<file path="src/rtl/core_pkg.sv">
// Shared types and defaults for the core's instruction-sequencing logic.
package core_pkg;

    localparam int ADDR_WIDTH_DEFAULT = 12;

    typedef enum logic [1:0] {
        IDLE   = 2'd0,
        FETCH  = 2'd1,
        EXEC   = 2'd2,
        HALTED = 2'd3
    } fetch_state_t;

    function automatic logic state_is_busy(input fetch_state_t st);
        return (st == FETCH) || (st == EXEC);
    endfunction

    function automatic logic state_accepts_start(input fetch_state_t st);
        return (st == IDLE) || (st == HALTED);
    endfunction

endpackage

</file>
<file path="src/rtl/fetch_sequencer_inc_register.sv">
// Loadable/incrementing register used as the program counter; load wins over increment.
module incRegister #(
    parameter int WIDTH = 12
) (
    input  logic             clk,
    input  logic             rstN,
    input  logic             wrEn,
    input  logic             incEn,
    input  logic [WIDTH-1:0] dataIn,
    output logic [WIDTH-1:0] dataOut
);

    logic [WIDTH-1:0] r_value;

    // Value register: load, increment (wrapping silently) or hold.
    always_ff @(posedge clk or negedge rstN) begin
        if (!rstN) begin
            r_value <= {WIDTH{1'b0}};
        end else if (wrEn) begin
            r_value <= dataIn;
        end else if (incEn) begin
            r_value <= r_value + {{(WIDTH-1){1'b0}}, 1'b1};
        end else begin
            r_value <= r_value;
        end
    end

    assign dataOut = r_value;

endmodule

</file>
<file path="src/rtl/fetch_sequencer.sv">
// Fetch/execute sequencer: drives the PC register and the instruction-memory handshake.
module fetch_sequencer
    import core_pkg::*;
#(
    parameter int ADDR_WIDTH = ADDR_WIDTH_DEFAULT
) (
    input  logic                  clk,
    input  logic                  rstN,
    input  logic                  start,
    input  logic [ADDR_WIDTH-1:0] startAddr,
    input  logic                  memAck,
    input  logic                  execDone,
    input  logic                  jumpEn,
    input  logic [ADDR_WIDTH-1:0] jumpAddr,
    input  logic                  haltEn,
    input  logic                  stall,
    output logic [ADDR_WIDTH-1:0] memAddr,
    output logic                  memReq,
    output logic                  irWrEn,
    output logic                  busy,
    output logic                  done
);

    fetch_state_t          r_state;
    fetch_state_t          w_next_state;
    logic                  w_pc_wr_en;
    logic                  w_pc_inc_en;
    logic                  w_ir_wr_en;
    logic [ADDR_WIDTH-1:0] w_pc_data_in;
    logic [ADDR_WIDTH-1:0] w_pc;

    // State register.
    always_ff @(posedge clk or negedge rstN) begin
        if (!rstN) begin
            r_state <= IDLE;
        end else begin
            r_state <= w_next_state;
        end
    end

    // Next-state and PC/IR enables; a stall suppresses every transition and enable.
    always_comb begin
        w_next_state = r_state;
        w_pc_wr_en   = 1'b0;
        w_pc_inc_en  = 1'b0;
        w_ir_wr_en   = 1'b0;
        w_pc_data_in = startAddr;
        if (stall) begin
            w_next_state = r_state;
        end else begin
            case (r_state)
                IDLE, HALTED: begin
                    if (start) begin
                        w_pc_wr_en   = 1'b1;
                        w_pc_data_in = startAddr;
                        w_next_state = FETCH;
                    end else begin
                        w_next_state = r_state;
                    end
                end
                FETCH: begin
                    if (memAck) begin
                        w_ir_wr_en   = 1'b1;
                        w_next_state = EXEC;
                    end else begin
                        w_next_state = FETCH;
                    end
                end
                EXEC: begin
                    if (!execDone) begin
                        w_next_state = EXEC;
                    end else if (haltEn) begin
                        w_next_state = HALTED;
                    end else if (jumpEn) begin
                        w_pc_wr_en   = 1'b1;
                        w_pc_data_in = jumpAddr;
                        w_next_state = FETCH;
                    end else begin
                        w_pc_inc_en  = 1'b1;
                        w_next_state = FETCH;
                    end
                end
                default: begin
                    w_next_state = IDLE;
                end
            endcase
        end
    end

    incRegister #(
        .WIDTH (ADDR_WIDTH)
    ) u_pc (
        .clk     (clk),
        .rstN    (rstN),
        .wrEn    (w_pc_wr_en),
        .incEn   (w_pc_inc_en),
        .dataIn  (w_pc_data_in),
        .dataOut (w_pc)
    );

    // Status outputs decode straight from the state register so they follow reset immediately.
    assign memAddr = w_pc;
    assign memReq  = (r_state == FETCH);
    assign irWrEn  = w_ir_wr_en;
    assign busy    = state_is_busy(r_state);
    assign done    = (r_state == HALTED);

endmodule
</file>
<file path="config.mk">
export PLATFORM = sky130hd
export DESIGN_NAME = fetch_sequencer
export DESIGN_NICKNAME = d
export VERILOG_FILES = /design/src/rtl/core_pkg.sv /design/src/rtl/fetch_sequencer_inc_register.sv /design/src/rtl/fetch_sequencer.sv
export SDC_FILE = /design/constraint.sdc
export NUM_CORES = 1
export LEC_CHECK = 0
export ABC_AREA = 1
export ABC_CLOCK_PERIOD_IN_PS = 1800
export CAP_MARGIN = 25
export CORE_ASPECT_RATIO = 1.75
export CORE_MARGIN = 2
export CORE_UTILIZATION = 39
export CTS_CLUSTER_SIZE = 24
export DETAILED_ROUTE_END_ITERATION = 10
export PLACE_DENSITY = 0.76
export SLEW_MARGIN = 20
export SYNTH_ARGS = -nofsm -noshare
export SYNTH_HDL_FRONTEND = slang
export SYNTH_HIERARCHICAL = 1
export SYNTH_SLANG_ARGS = --single-unit
</file>
<file path="constraint.sdc">
create_clock -name clk -period 1.8 [get_ports clk]
set_input_delay 0.36 -clock clk [delete_from_list [all_inputs] [get_ports clk]]
set_output_delay 0.36 -clock clk [all_outputs]
set_load 0.005 [all_outputs]
</file>
==> results of run 1 <==
==> cells in the final DEF, fill, tap and decap left out, types with 2 or more instances in the layout <==
| cell | n |
|---|---|
| sky130_fd_sc_hd__nand3_1 | 26 |
| sky130_fd_sc_hd__clkbuf_8 | 4 |
| sky130_fd_sc_hd__a21oi_1 | 2 |
| sky130_fd_sc_hd__nand2_1 | 64 |
| sky130_fd_sc_hd__dfrtp_1 | 14 |
| sky130_fd_sc_hd__nor2_1 | 8 |
| sky130_fd_sc_hd__ha_1 | 3 |
| sky130_fd_sc_hd__nand2_2 | 5 |
| sky130_fd_sc_hd__o21ai_1 | 3 |
| sky130_fd_sc_hd__buf_4 | 23 |
| sky130_fd_sc_hd__a22oi_1 | 9 |
| sky130_fd_sc_hd__inv_1 | 13 |
| sky130_fd_sc_hd__nor2_4 | 4 |
| sky130_fd_sc_hd__o21ai_0 | 3 |
| sky130_fd_sc_hd__ha_4 | 2 |
| sky130_fd_sc_hd__clkdlybuf4s50_1 | 43 |
| sky130_fd_sc_hd__inv_2 | 5 |
| sky130_fd_sc_hd__xor2_1 | 2 |
| sky130_fd_sc_hd__dlygate4sd2_1 | 3 |
| sky130_fd_sc_hd__nor2_2 | 2 |
==> metrics by stage <==
step / instances / worst slack, ns / total power [uW]
after floorplan: 180 / 0.0632 / 1170
after global placement: 272 / -0.281 / 1810
after detailed placement: 272 / -0.308 / 1840
after CTS: 278 / 0.0180 / 2220
after global routing: 278 / -0.0296 / 2430
final: 278 / 0.0611 / 2230
==> kinds of logic after synthesis <==
group           Yosys count
compound gates           20
xor+xnor                  2
fa+ha+maj                 5
buf+inv                  25
flops                    14
simple gates            114
==> synthesized netlist by cell type (all sizes together) <==
cell type,n,share of area [%]
xor2,2,1.4
ha,5,5.2
nand3b,1,0.62
o21ai,6,2.5
o211ai,1,0.62
clkinv,2,0.62
a22oi,9,5.6
or2,1,0.52
inv,18,5.6
nand3,28,13
a31o,1,0.72
a21oi,3,1.2
buf,5,3.6
nand2,69,22
nor2,14,7.0
dfrtp,14,29
nand4,1,0.52
==> timing repair <==
action,in CTS,in global routing
pin swaps,0,0
cloned,0,0
endpoints found under the setup margin,15,10
setup buffers,2,0
gates resized for setup,14,2
==> per-layer routing <==
layer | track usage (%) | up-vias | share of wire (%)
met5 | 0 | - | 0
met4 | 13.4 | 0 | 4.6
met3 | 3.02 | 14 | 3.0
met2 | 42.2 | 40 | 56
met1 | 24.8 | 668 | 36
li1 | - | 727 | -
==> state kept, by name, indices dropped and copies added, names as in the netlist <==
signal        count
r_state           2
u_pc/dataOut     12
==> worst min path at each step <==
stage          cells after the start  slack, ns          endpoint              from
2_1_floorplan                      0       0.06        r_state[0]              rstN
3_3_place_gp                       2       0.55  u_pc/dataOut[11]  u_pc/dataOut[11]
3_5_place_dp                       2       0.54  u_pc/dataOut[11]  u_pc/dataOut[11]
4_1_cts                            2       0.43   u_pc/dataOut[7]              rstN
5_1_grt                            2       0.44   u_pc/dataOut[7]              rstN
6_report                           2       0.43   u_pc/dataOut[7]              rstN
==> final cells by class <==
class / instances / area, um2
Clock buffer: 4 / 55.1
Fill cell: 251 / 977
Inverter: 20 / 77.6
Multi-Input combinational cell: 141 / 782
Sequential cell: 14 / 350
Tap cell: 28 / 35.0
Timing Repair Buffer: 71 / 651
==> power breakdown <==
part	total (uW)	switching, uW	internal, uW
Combinational	1250	539	712
Sequential	673	215	458
Clock	306	113	194
Total	2230	867	1360
==> worst max-delay path, cell delays in order (launching register included) <==
cell and delay [ns]:
sky130_fd_sc_hd__dfrtp_1 0.42, sky130_fd_sc_hd__buf_6 0.13, sky130_fd_sc_hd__buf_4 0.13, sky130_fd_sc_hd__ha_4 0.16
sky130_fd_sc_hd__nand2_2 0.06, sky130_fd_sc_hd__nor2_1 0.04, sky130_fd_sc_hd__clkdlybuf4s15_1 0.20
==> results.md, run 1 <==
Status:
- The flow ran to the end, and the final reports show no timing, DRC or antenna violations.

Floorplanning:
- The number of rows created at floorplan is 26.
- The die width is 46.1 um.
- 48 I/O pins were placed.
- The die area is 3580 um2.
- After floorplanning, the core was sized to cover 2930 um2.
- The die height is 77.7 um.
- The initial standard-cell utilization of the core is 41.3%.

Hold path:
- The path class of the lowest-slack min-delay path is input port to asynchronous set/reset pin.

Synth:
- The sequential share of the synthesized area is 29.0%.
- The complex-gate fraction of the synthesized area is 10.7%.
- The post-synthesis net count is 217.
- The post-synthesis mux area share is 0%.
- The count of unique library cells instantiated by Yosys is 25.
- The adder-cell share of the synthesized area is 5.17%.
- The instance count of the mapped netlist is 180.
- The total number of yosys warnings is 6.
- The share of synthesized cell area in and, or, nand and nor gates is 44.0%.
- Summing the areas of all xor and xnor instances in the mapped netlist gives 1.45% of the synthesized area.
- Synthesis inferred 14 register bits.
- Dividing the synthesized area by the synthesized cell count gives 6.72 um2.
- Summing every instance area after synthesis gives 1210 um2.
- By area, the combinational part of the netlist is dominated by simple AND/OR/NAND/NOR gates.

Detailed routing:
- The number of DRC markers in iteration 0 is 33.
- The detailed-route wire length is 3.89 mm.
- The routed via count is 1449.
- The length of the first detailed-routing pass in iterations is 4.
- In the routed layout, each cell is associated on average with a via count of 5.21.
- The routed length per placed instance is 14.0 um.
- The remaining routing DRC violations is 0.
- The remaining number of nets flagged by the antenna check after routing is 0.

Cells and area:
- The net count of the finished layout is 288.
- Once layout is done, the placed cells without fillers occupy 1950 um2.
- Relative to the synthesized area, the layout overhead comes to 61.2%.
- The repair_antennas step left the layout with diodes totalling 0.
- Cells with a size suffix above 1 make up 20.4% of the layout.
- The final core utilization is 66.6%.

Clock tree:
- The clock input transition at the sequential cells of the worst setup and hold paths is 0.06 ns.
- CTS placed an instance of sky130_fd_sc_hd__clkbuf_8 at the clock tree root.
- Clock tree synthesis found a total of 14 sinks.
- The number of clock buffers added by TritonCTS is 3.
- TritonCTS built the clock tree.
- The source-to-sink clock delay at the later pin of the worst-skew pair is 0.24 ns.
- The number of H-tree levels is 1.
- The count of hold buffers inserted by post-cts repair is 0.
- The number of buffers between clock root and the deepest sink is 2.

Timing:
- The worst slew margin relative to its limit is 68.5%.
- The worst hold margin is 0.427 ns.
- The clock skew is 0.00147 ns.
- At the pin with the least slew margin, the transition time is 0.471 ns.
- Setup violations remaining at the end of the flow were counted as 0.
- The number of hold-slack violations in the final timing report is 0.
- The total count of max-transition violations in the final report is 0.
- The final critical path takes up 96.6% of the cycle.
- The time the final worst path needs with I/O delays and setup is 1.74 ns.
- Setup total negative slack on the finished layout was measured at 0 ns.
- Timing would allow up to 575 MHz.

Placed design:
- The placed instances occupy a cell area of 1840 um2.
- The final estimated routing congestion in global placement is 0.827.
- The count of buffers added on input and output ports is 47.
- The half-perimeter wire length of the detailed placement result is 2.94 mm.

Job:
- The max-capacitance violation count is 0.

Power and ir drop:
- Across the VDD grid, the largest voltage drop is 0.000668 V.
- The leakage power summed over all cells is 0.000928 uW.
- In this run the power density over the cells is 1140 nW/um2.

GRT:
- Global routing used 23.8% of the available tracks across all layers.
- Entering global routing, the biggest net connects 15 pins.
- The via count of the first global-routing pass was 1426.
- The number of antenna violations at the first check in global routing is 0.
- The wire length of the first global-routing pass is 6.32 mm.
- The total congestion overflow after global routing is 0.

Worst setup path:
- The capturing point of the worst reg2reg path is u_pc/dataOut[6].
- The critical path in this run is classified as flop to primary output.
- The critical path starts at r_state[0].
- The critical path capture point is irWrEn.
- In this run the worst path has a maximum fanout of 3.
- The signal arrival time at the worst endpoint is 1.38 ns.
- The number of cells on the worst reg-to-reg path is 9.
- The data required time of the critical path is 1.44 ns.
- The type of destination of the critical path is a primary output.
- The nature of the critical path startpoint is a flop.
- The internal reg-to-reg setup slack is 0.07 ns.
- In this run the critical register-to-register path is launched from r_state[0].
Power figures use the tool's default switching activity.
==> run 2: changes to the inputs <==
--- a/config.mk
+++ b/config.mk
@@ -6,7 +6,6 @@
 export NUM_CORES = 1
 export LEC_CHECK = 0
 export ABC_AREA = 1
-export ABC_CLOCK_PERIOD_IN_PS = 1800
 export CAP_MARGIN = 25
 export CORE_ASPECT_RATIO = 1.75
 export CORE_MARGIN = 2
==> results of run 2 <==
The final DEF is identical to that of run 1; final timing and power are the same.
